<file path="src/rtl/pc_ctrl.sv">
// Program counter controller: sequences fetch addresses through IDLE/RUN/FLUSH/HALTED,
// handles branch redirects with a fixed flush window, and counts stalls and redirects.
module pc_ctrl #(
    parameter int unsigned PC_W         = 7,
    parameter int unsigned RESET_PC     = 0,
    parameter int unsigned FLUSH_CYCLES = 2
) (
    input  logic            clk,
    input  logic            rst,
    input  logic            halt,
    input  logic            stall,
    input  logic            redirect,
    input  logic [PC_W-1:0] redirect_pc,
    output logic [PC_W-1:0] pc,
    output logic            if_valid,
    output logic            flush,
    output logic [1:0]      state,
    output logic [7:0]      stall_cnt,
    output logic [7:0]      redirect_cnt
);

    typedef enum logic [1:0] {
        StIdle   = 2'd0,
        StRun    = 2'd1,
        StFlush  = 2'd2,
        StHalted = 2'd3
    } state_e;

    // Counter reload value; the first flush cycle is the one that loads it.
    localparam logic [3:0]      FlushLoad = 4'(FLUSH_CYCLES - 1);
    localparam logic [PC_W-1:0] ResetPc   = PC_W'(RESET_PC);
    localparam logic [PC_W-1:0] PcOne     = PC_W'(1);

    state_e          state_q;
    logic [PC_W-1:0] pc_q;
    logic [3:0]      fcnt_q;
    logic [7:0]      stall_cnt_q;
    logic [7:0]      redirect_cnt_q;

    // Single FSM: rst beats redirect, which beats halt, which beats stall.
    always_ff @(posedge clk) begin
        if (rst) begin
            state_q        <= StIdle;
            pc_q           <= ResetPc;
            fcnt_q         <= 4'd0;
            stall_cnt_q    <= 8'd0;
            redirect_cnt_q <= 8'd0;
        end else if (redirect) begin
            // Accepted in every state, including mid-flush (reloads the window).
            state_q <= StFlush;
            pc_q    <= redirect_pc;
            fcnt_q  <= FlushLoad;
            if (redirect_cnt_q != 8'hff) begin
                redirect_cnt_q <= redirect_cnt_q + 8'd1;
            end
        end else begin
            unique case (state_q)
                StIdle: begin
                    // One dead cycle with pc held before fetch starts.
                    state_q <= halt ? StHalted : StRun;
                end
                StRun: begin
                    if (halt) begin
                        state_q <= StHalted;
                    end else if (stall) begin
                        if (stall_cnt_q != 8'hff) begin
                            stall_cnt_q <= stall_cnt_q + 8'd1;
                        end
                    end else begin
                        pc_q <= pc_q + PcOne;
                    end
                end
                StFlush: begin
                    // Stall is ignored; halt only takes effect once the window closes.
                    if (fcnt_q != 4'd0) begin
                        pc_q   <= pc_q + PcOne;
                        fcnt_q <= fcnt_q - 4'd1;
                    end else if (halt) begin
                        state_q <= StHalted;
                    end else begin
                        pc_q    <= pc_q + PcOne;
                        state_q <= StRun;
                    end
                end
                StHalted: begin
                    // Resume holds pc for the first RUN cycle.
                    if (!halt) begin
                        state_q <= StRun;
                    end
                end
            endcase
        end
    end

    assign pc           = pc_q;
    assign state        = state_q;
    assign if_valid     = (state_q == StRun) || (state_q == StFlush);
    assign flush        = (state_q == StFlush);
    assign stall_cnt    = stall_cnt_q;
    assign redirect_cnt = redirect_cnt_q;

endmodule

</file>
<file path="config.mk">
export PLATFORM = sky130hd
export DESIGN_NAME = pc_ctrl
export DESIGN_NICKNAME = d
export VERILOG_FILES = /design/src/rtl/pc_ctrl.sv
export SDC_FILE = /design/constraint.sdc
export NUM_CORES = 1
export LEC_CHECK = 0
export BUFFER_PORTS_ARGS = -buffer_cell sky130_fd_sc_hd__buf_4
export CORE_MARGIN = 2
export CORE_UTILIZATION = 52
export DETAILED_ROUTE_END_ITERATION = 6
export HOLD_SLACK_MARGIN = 0.15
export PLACE_DENSITY_LB_ADDON = 0.1
export SKIP_LAST_GASP = 1
export SLEW_MARGIN = 20
export SYNTH_ARGS = -nofsm -noshare
export SYNTH_HDL_FRONTEND = slang
export SYNTH_SLANG_ARGS = --single-unit
</file>
<file path="constraint.sdc">
create_clock -name clk -period 1.9 [get_ports clk]
set_input_delay 0.095 -clock clk [delete_from_list [all_inputs] [get_ports clk]]
set_output_delay 0.095 -clock clk [all_outputs]
set_load 0.005 [all_outputs]
</file>
Word-level counts from Yosys, hierarchy flattened
Cells that the tools add are included.
- add/subtract/negate cells: 4
- equality and inequality tests: 14
- mux-type cells: 15
- reductions and logical operators: 14
- bitwise gates (word level): 2
- operators with widths (cell ; count):
    $mux 7 ; 5
    $add 8x1->8 const B ; 2
    $ne 8x8->1 const B ; 2
    $ne 3x3->1 const B ; 5
    $pmux 7 s2 ; 1
    $mux 2 ; 5
    $pmux 2 s4 ; 1
    $add 7x1->7 const B ; 1
    $ne 2x2->1 const B ; 3
    $reduce_and 2->1 ; 3
    $reduce_and 3->1 ; 2
    $reduce_and 5->1 ; 1
    $eq 2x2->1 const B ; 2
    $ne 4x3->1 const B ; 1
    $reduce_and 4->1 ; 1
    $reduce_bool 2->1 ; 2
    $reduce_bool 4->1 ; 1
    $sub 4x1->4 const B ; 1
    $mux 1 ; 3
    $reduce_bool 3->1 ; 1
    $eq 2x1->1 const B ; 1
    $logic_not 2->1 ; 1
    $not 1->1 ; 2
    $reduce_or 2->1 ; 1
    $logic_or 1x1->1 ; 1
- bits in registers: 29

Logic depth before layout (Yosys ltp)
- depth after elaboration: 5
- mapped depth: 8

Worst setup path before layout
Ideal clock, no wire load.
- path kind: reg2reg
- start: register state_q[0] (netlist: state[0])
- end: register stall_cnt_q[6] (netlist: stall_cnt[6])
- setup slack: 0.283 ns
- library setup time: 0.128 ns
- period minus slack after synthesis: 1.617 ns
- arrival: 1.489 ns
- cell stages (with the launch flop): 7
- data required time: 1.772 ns
- path through: dfxtp_1 > ha_1 > and4bb_1 > and2_1 > nor3b_1 > mux2i_1 > nor2_1
- word-level cells in the longest chain between the ends: 2
- RTL lines (what ; RTL line ; source):
    start, declared ; 34 ; state_e state_q;
    start signal, assigned ; 43 ; state_q <= StIdle;
    start signal, assigned ; 50 ; state_q <= StFlush;
    start signal, assigned ; 60 ; state_q <= halt ? StHalted : StRun;
    $eq 2x1->1 ; 57 ; unique case (state_q)
    $reduce_and 5->1 (no source line) ; n/a ;
    end signal, assigned ; 67 ; stall_cnt_q <= stall_cnt_q + 8'd1;
    end, declared ; 37 ; logic [7:0] stall_cnt_q;
Every way passes these cells.
A chain may end at the register's enable or synchronous reset.

Worst setup path after layout
- start: register fcnt_q[0]
- end: register pc_q[2] (netlist: pc[2])
- word-level cells in the longest chain between the ends: 4
- RTL lines (what ; RTL line ; source):
    start, declared ; 36 ; logic [3:0] fcnt_q;
    start signal, assigned ; 52 ; fcnt_q <= FlushLoad;
    start signal, assigned ; 77 ; fcnt_q <= fcnt_q - 4'd1;
    $reduce_bool 4->1 * ; 75 ; if (fcnt_q != 4'd0) begin
    $mux 7 ; 75 ;
    $pmux 7 s2 ; 57 ;
    $mux 7 ; 48 ; end else if (redirect) begin
    end signal, assigned ; 51 ; pc_q <= redirect_pc;
    end signal, assigned ; 76 ; pc_q <= pc_q + PcOne;
    end signal, assigned ; 81 ; pc_q <= pc_q + PcOne;
    end, declared ; 35 ; logic [PC_W-1:0] pc_q;
Every way passes the cells marked *; elsewhere a longest branch is shown, timed or not.

==> key figures <==
Synth
  – Xor/xnor cell area share of the yosys netlist: 8.83%
  – Area leader, netlist: dfxtp_1
  – Syn Nets: 193
  – Compound-Gate Fraction of Synth Area: 13.0%
  – Syn_area_per_cell: 8.55 um2
  – Post-synthesis adder-cell area fraction: 5.89%
  – Combinational family with the most area after synthesis: simple AND/OR/NAND/NOR gates
  – Post-Syn Area: ~1500 um2
  – Top-area cell type share of the netlist area: 39.0%
  – Mux contribution to synthesized area: 2.02%
  – Synth area leaders: dfxtp_1 (39%), ha_1 (5.9%), xnor2_1 (5.9%)
  – Sequential share of the synthesized area: about two fifths
  – Cells after Synth: 174
  – Yosys cell types: 36
  – Synth Area in Simple Gates: 27.8%
  – Synth warn: 0
  – Seq cells post-synth: 29

Setup path
  – Worst Path Required: 2.15 ns
  – Reg2reg start: fcnt_q[0]
  – Crit Path Max Fanout: 7
  – Critical Path Source: fcnt_q[0]
  – WS Path Type: flop to flop
  – R2R cell count: 7
  – Crit end category: flop
  – Reg2Reg Setup Slack: 0.06 ns
  – CP startpoint kind: flop
  – RR Endpoint: pc[2]
  – Worst EP arrival: approximately 2.1 ns

Global routing
  – Largest net degree at the start of global routing: 31
  – Vias in the first global route: 1320
  – Initial antenna violation count: 0
  – Global routing usage on met2: 36.7%
  – Met3 usage: a little over 7%
  – First-pass GRT wire length: 5710 um
  – Met1 usage: 27.5%
  – Grt total ovfl: 0
  – Layer with the highest usage: met2
  – Total Routing Usage GR: 22.6%

Power
  – Leakage: 0.808 nW
  – Power Dens Cells: ~630 nW/um2
  – Pwr Total: about 1.2 mW
  – Worst vdd ir: about 0.00049 V

Clocking
  – Clk sinks: 29
  – Max clock buf depth: 2
  – Root Driver: clkbuf_4
  – CTS tree: done
  – Clock latency on the worst-skew pair: 0.33 ns
  – Clock transition at path regs: 0.09 ns
  – CTS Buf Count: 5
  – H-tree Lvls: 2

Placement
  – # port buffers: 38
  – Placed cell count: 237
  – Post-DP HPWL: 2230 um
  – Post-Place Cell Area: roughly 1800 um2
  – Placer Congestion: 0.852

Die
  – Row cnt: 19
  – Die span in y: 57.5 um
  – Area of the core: 2730 um2
  – Die width: 57.5 um
  – Boundary Pins: 39
  – Die ar.: 3300 um2
  – Starting Density: 54.4%

Layout
  – Non-filler cells, final: 256
  – Area delta synth->final: 32.1%
  – Layout cell share with drive strength beyond 1: between 20% and 30%
  – # diodes: 0
  – Final Cell Area: 1970 um2
  – Nets@finish: roughly 240

STA
  – Fmax: 545 MHz
  – Setup TNS: 0 ns
  – Fin. max-slew vios: 0
  – Slew headroom: 73.6%
  – # setup viols final: 0
  – RSZ-0062 raised after global routing: true
  – Tmin final: around 1.8 ns
  – Slew @ Worst Pin: a little under 0.4 ns
  – Worst clock skew: 0.00467 ns
  – Tcrit/Tclk final: a little over nine tenths
  – Hold Slack: 0.207 ns
  – Hold Vio Cnt, Final: 0

Detailed routing
  – Initial DRT Pass Iterations: 4
  – Iteration-0 DRC Markers: 59
  – Routed len/inst: 13.4 um
  – Routed Antenna Nets: 0
  – Via count: 1417
  – Vias per cell: about 5.5
  – Final wirelength: 3430 um
  – Number of remaining DRC errors: 0

Min path
  – HP Class: input pin to flop
  – Hold path startpoint: halt
  – Hold path endpoint: state[0]
  – Hold depth: 3

Job
  – Max-cap check violation count: 0

Status
  – Status: finished, final reports clean
[final cells by class]
class / instances / area, um2
Multi-Input combinational cell: 132 / 875
Fill cell: 208 / 768
Sequential cell: 29 / 582
Timing Repair Buffer: 49 / 393
Clock buffer: 6 / 41.3
Tap cell: 31 / 38.8
Inverter: 7 / 26.3
Clock inverter: 2 / 10.0
[cells in the mapped netlist]
master      n
a21oi_1     9
o31ai_1     1
dfxtp_1    29
buf_2       2
nand3b_1    2
and3_1      3
nor3b_1     2
o21bai_1    1
nand3_1    12
and4bb_1    1
a311oi_1    2
a2111oi_2   1
nand2_1    12
clkbuf_1    4
mux2i_1     3
xor2_1      5
inv_1       7
nor3_1      8
nor4_2      1
nand4_2     1
or3b_1      1
a21boi_1    1
and4_1      2
a211oi_1    7
nand2b_1    1
o21ai_1     2
nor2b_1     4
nand4_1     2
xnor2_1    10
o21ai_0     3
a221o_1     1
ha_1        7
nor2_1     22
and2_1      3
a31oi_1     1
nor3_2      1
[through the flow]
stage,utilization (%),setup slack [ns]
after CTS,70.9,0.0117
final,71.9,0.0644
after detailed placement,65.4,0.0569
after global routing,71.9,-0.0941
after floorplan,-,0.283
after global placement,65.4,0.185
[kinds of logic after synthesis]
family	after synthesis
buf+inv	13
xor+xnor	15
compound gates	29
fa+ha+maj	7
flops	29
simple gates	78
mux	3
[metal layers]
| layer | wire length [um] | vias to the layer above |
|---|---|---|
| li1 | - | 713 |
| met1 | 1510 | 647 |
| met2 | 1680 | 52 |
| met3 | 205 | 5 |
| met4 | 44 | 0 |
| met5 | 0 | - |
[worst max path at each step]
stage / to / slack [ns] / cells past startpoint
after floorplan: stall_cnt[6] / 0.28 / 6
after global placement: pc[4] / 0.19 / 6
after detailed placement: pc[6] / 0.06 / 6
after CTS: pc[6] / 0.01 / 6
after global routing: pc[2] / -0.09 / 7
final: pc[2] / 0.06 / 7
[sequential cells by signal (all words and copies together) (netlist names)]
register / cells
fcnt_q: 4
state: 2
pc: 7
stall_cnt: 8
redirect_cnt: 8
[critical path, cell delays in order, from the launching register on]
cell      delay [ns]
dfxtp_1         0.34
inv_1           0.06
ha_1            0.15
or3b_1          0.39
nand3b_1        0.30
a21boi_1        0.15
xnor2_1         0.16
a211oi_1        0.22
[cell usage in the layout, fill, tap and decap left out, types with 2 or more instances in the layout]
| master | count |
|---|---|
| nand2_1 | 12 |
| buf_4 | 39 |
| o21ai_0 | 3 |
| a21oi_2 | 2 |
| and4_1 | 2 |
| nor3b_1 | 2 |
| nor2_1 | 22 |
| mux2i_1 | 3 |
| xnor2_1 | 10 |
| dlygate4sd3_1 | 10 |
| a211oi_1 | 6 |
| and2_1 | 3 |
| nand4_1 | 2 |
| clkinv_2 | 2 |
| nand3_1 | 12 |
| a311oi_1 | 2 |
| nand3b_1 | 2 |
| clkbuf_4 | 5 |
| and3_1 | 3 |
| nor2b_1 | 4 |
| ha_1 | 6 |
| xor2_1 | 5 |
| nor3_1 | 8 |
| dfxtp_1 | 28 |
| a21oi_1 | 7 |
| inv_1 | 7 |
[power breakdown]
group	internal [mW]	leakage [nW]	switching (mW)	total [mW]
combinational	0.112	0.539	0.0980	0.210
sequential	0.632	0.237	0.0302	0.663
clock	0.141	0.0320	0.220	0.361
total	0.885	0.808	0.349	1.23
[timing repair]
action                                 4_1_cts  5_1_grt
setup endpoints to repair                    0        8
buffers inserted                             0        1
hold buffers                                10        0
resized for setup                            0        6
endpoints found under the hold margin       22        0
Power figures use the tool's default switching activity.
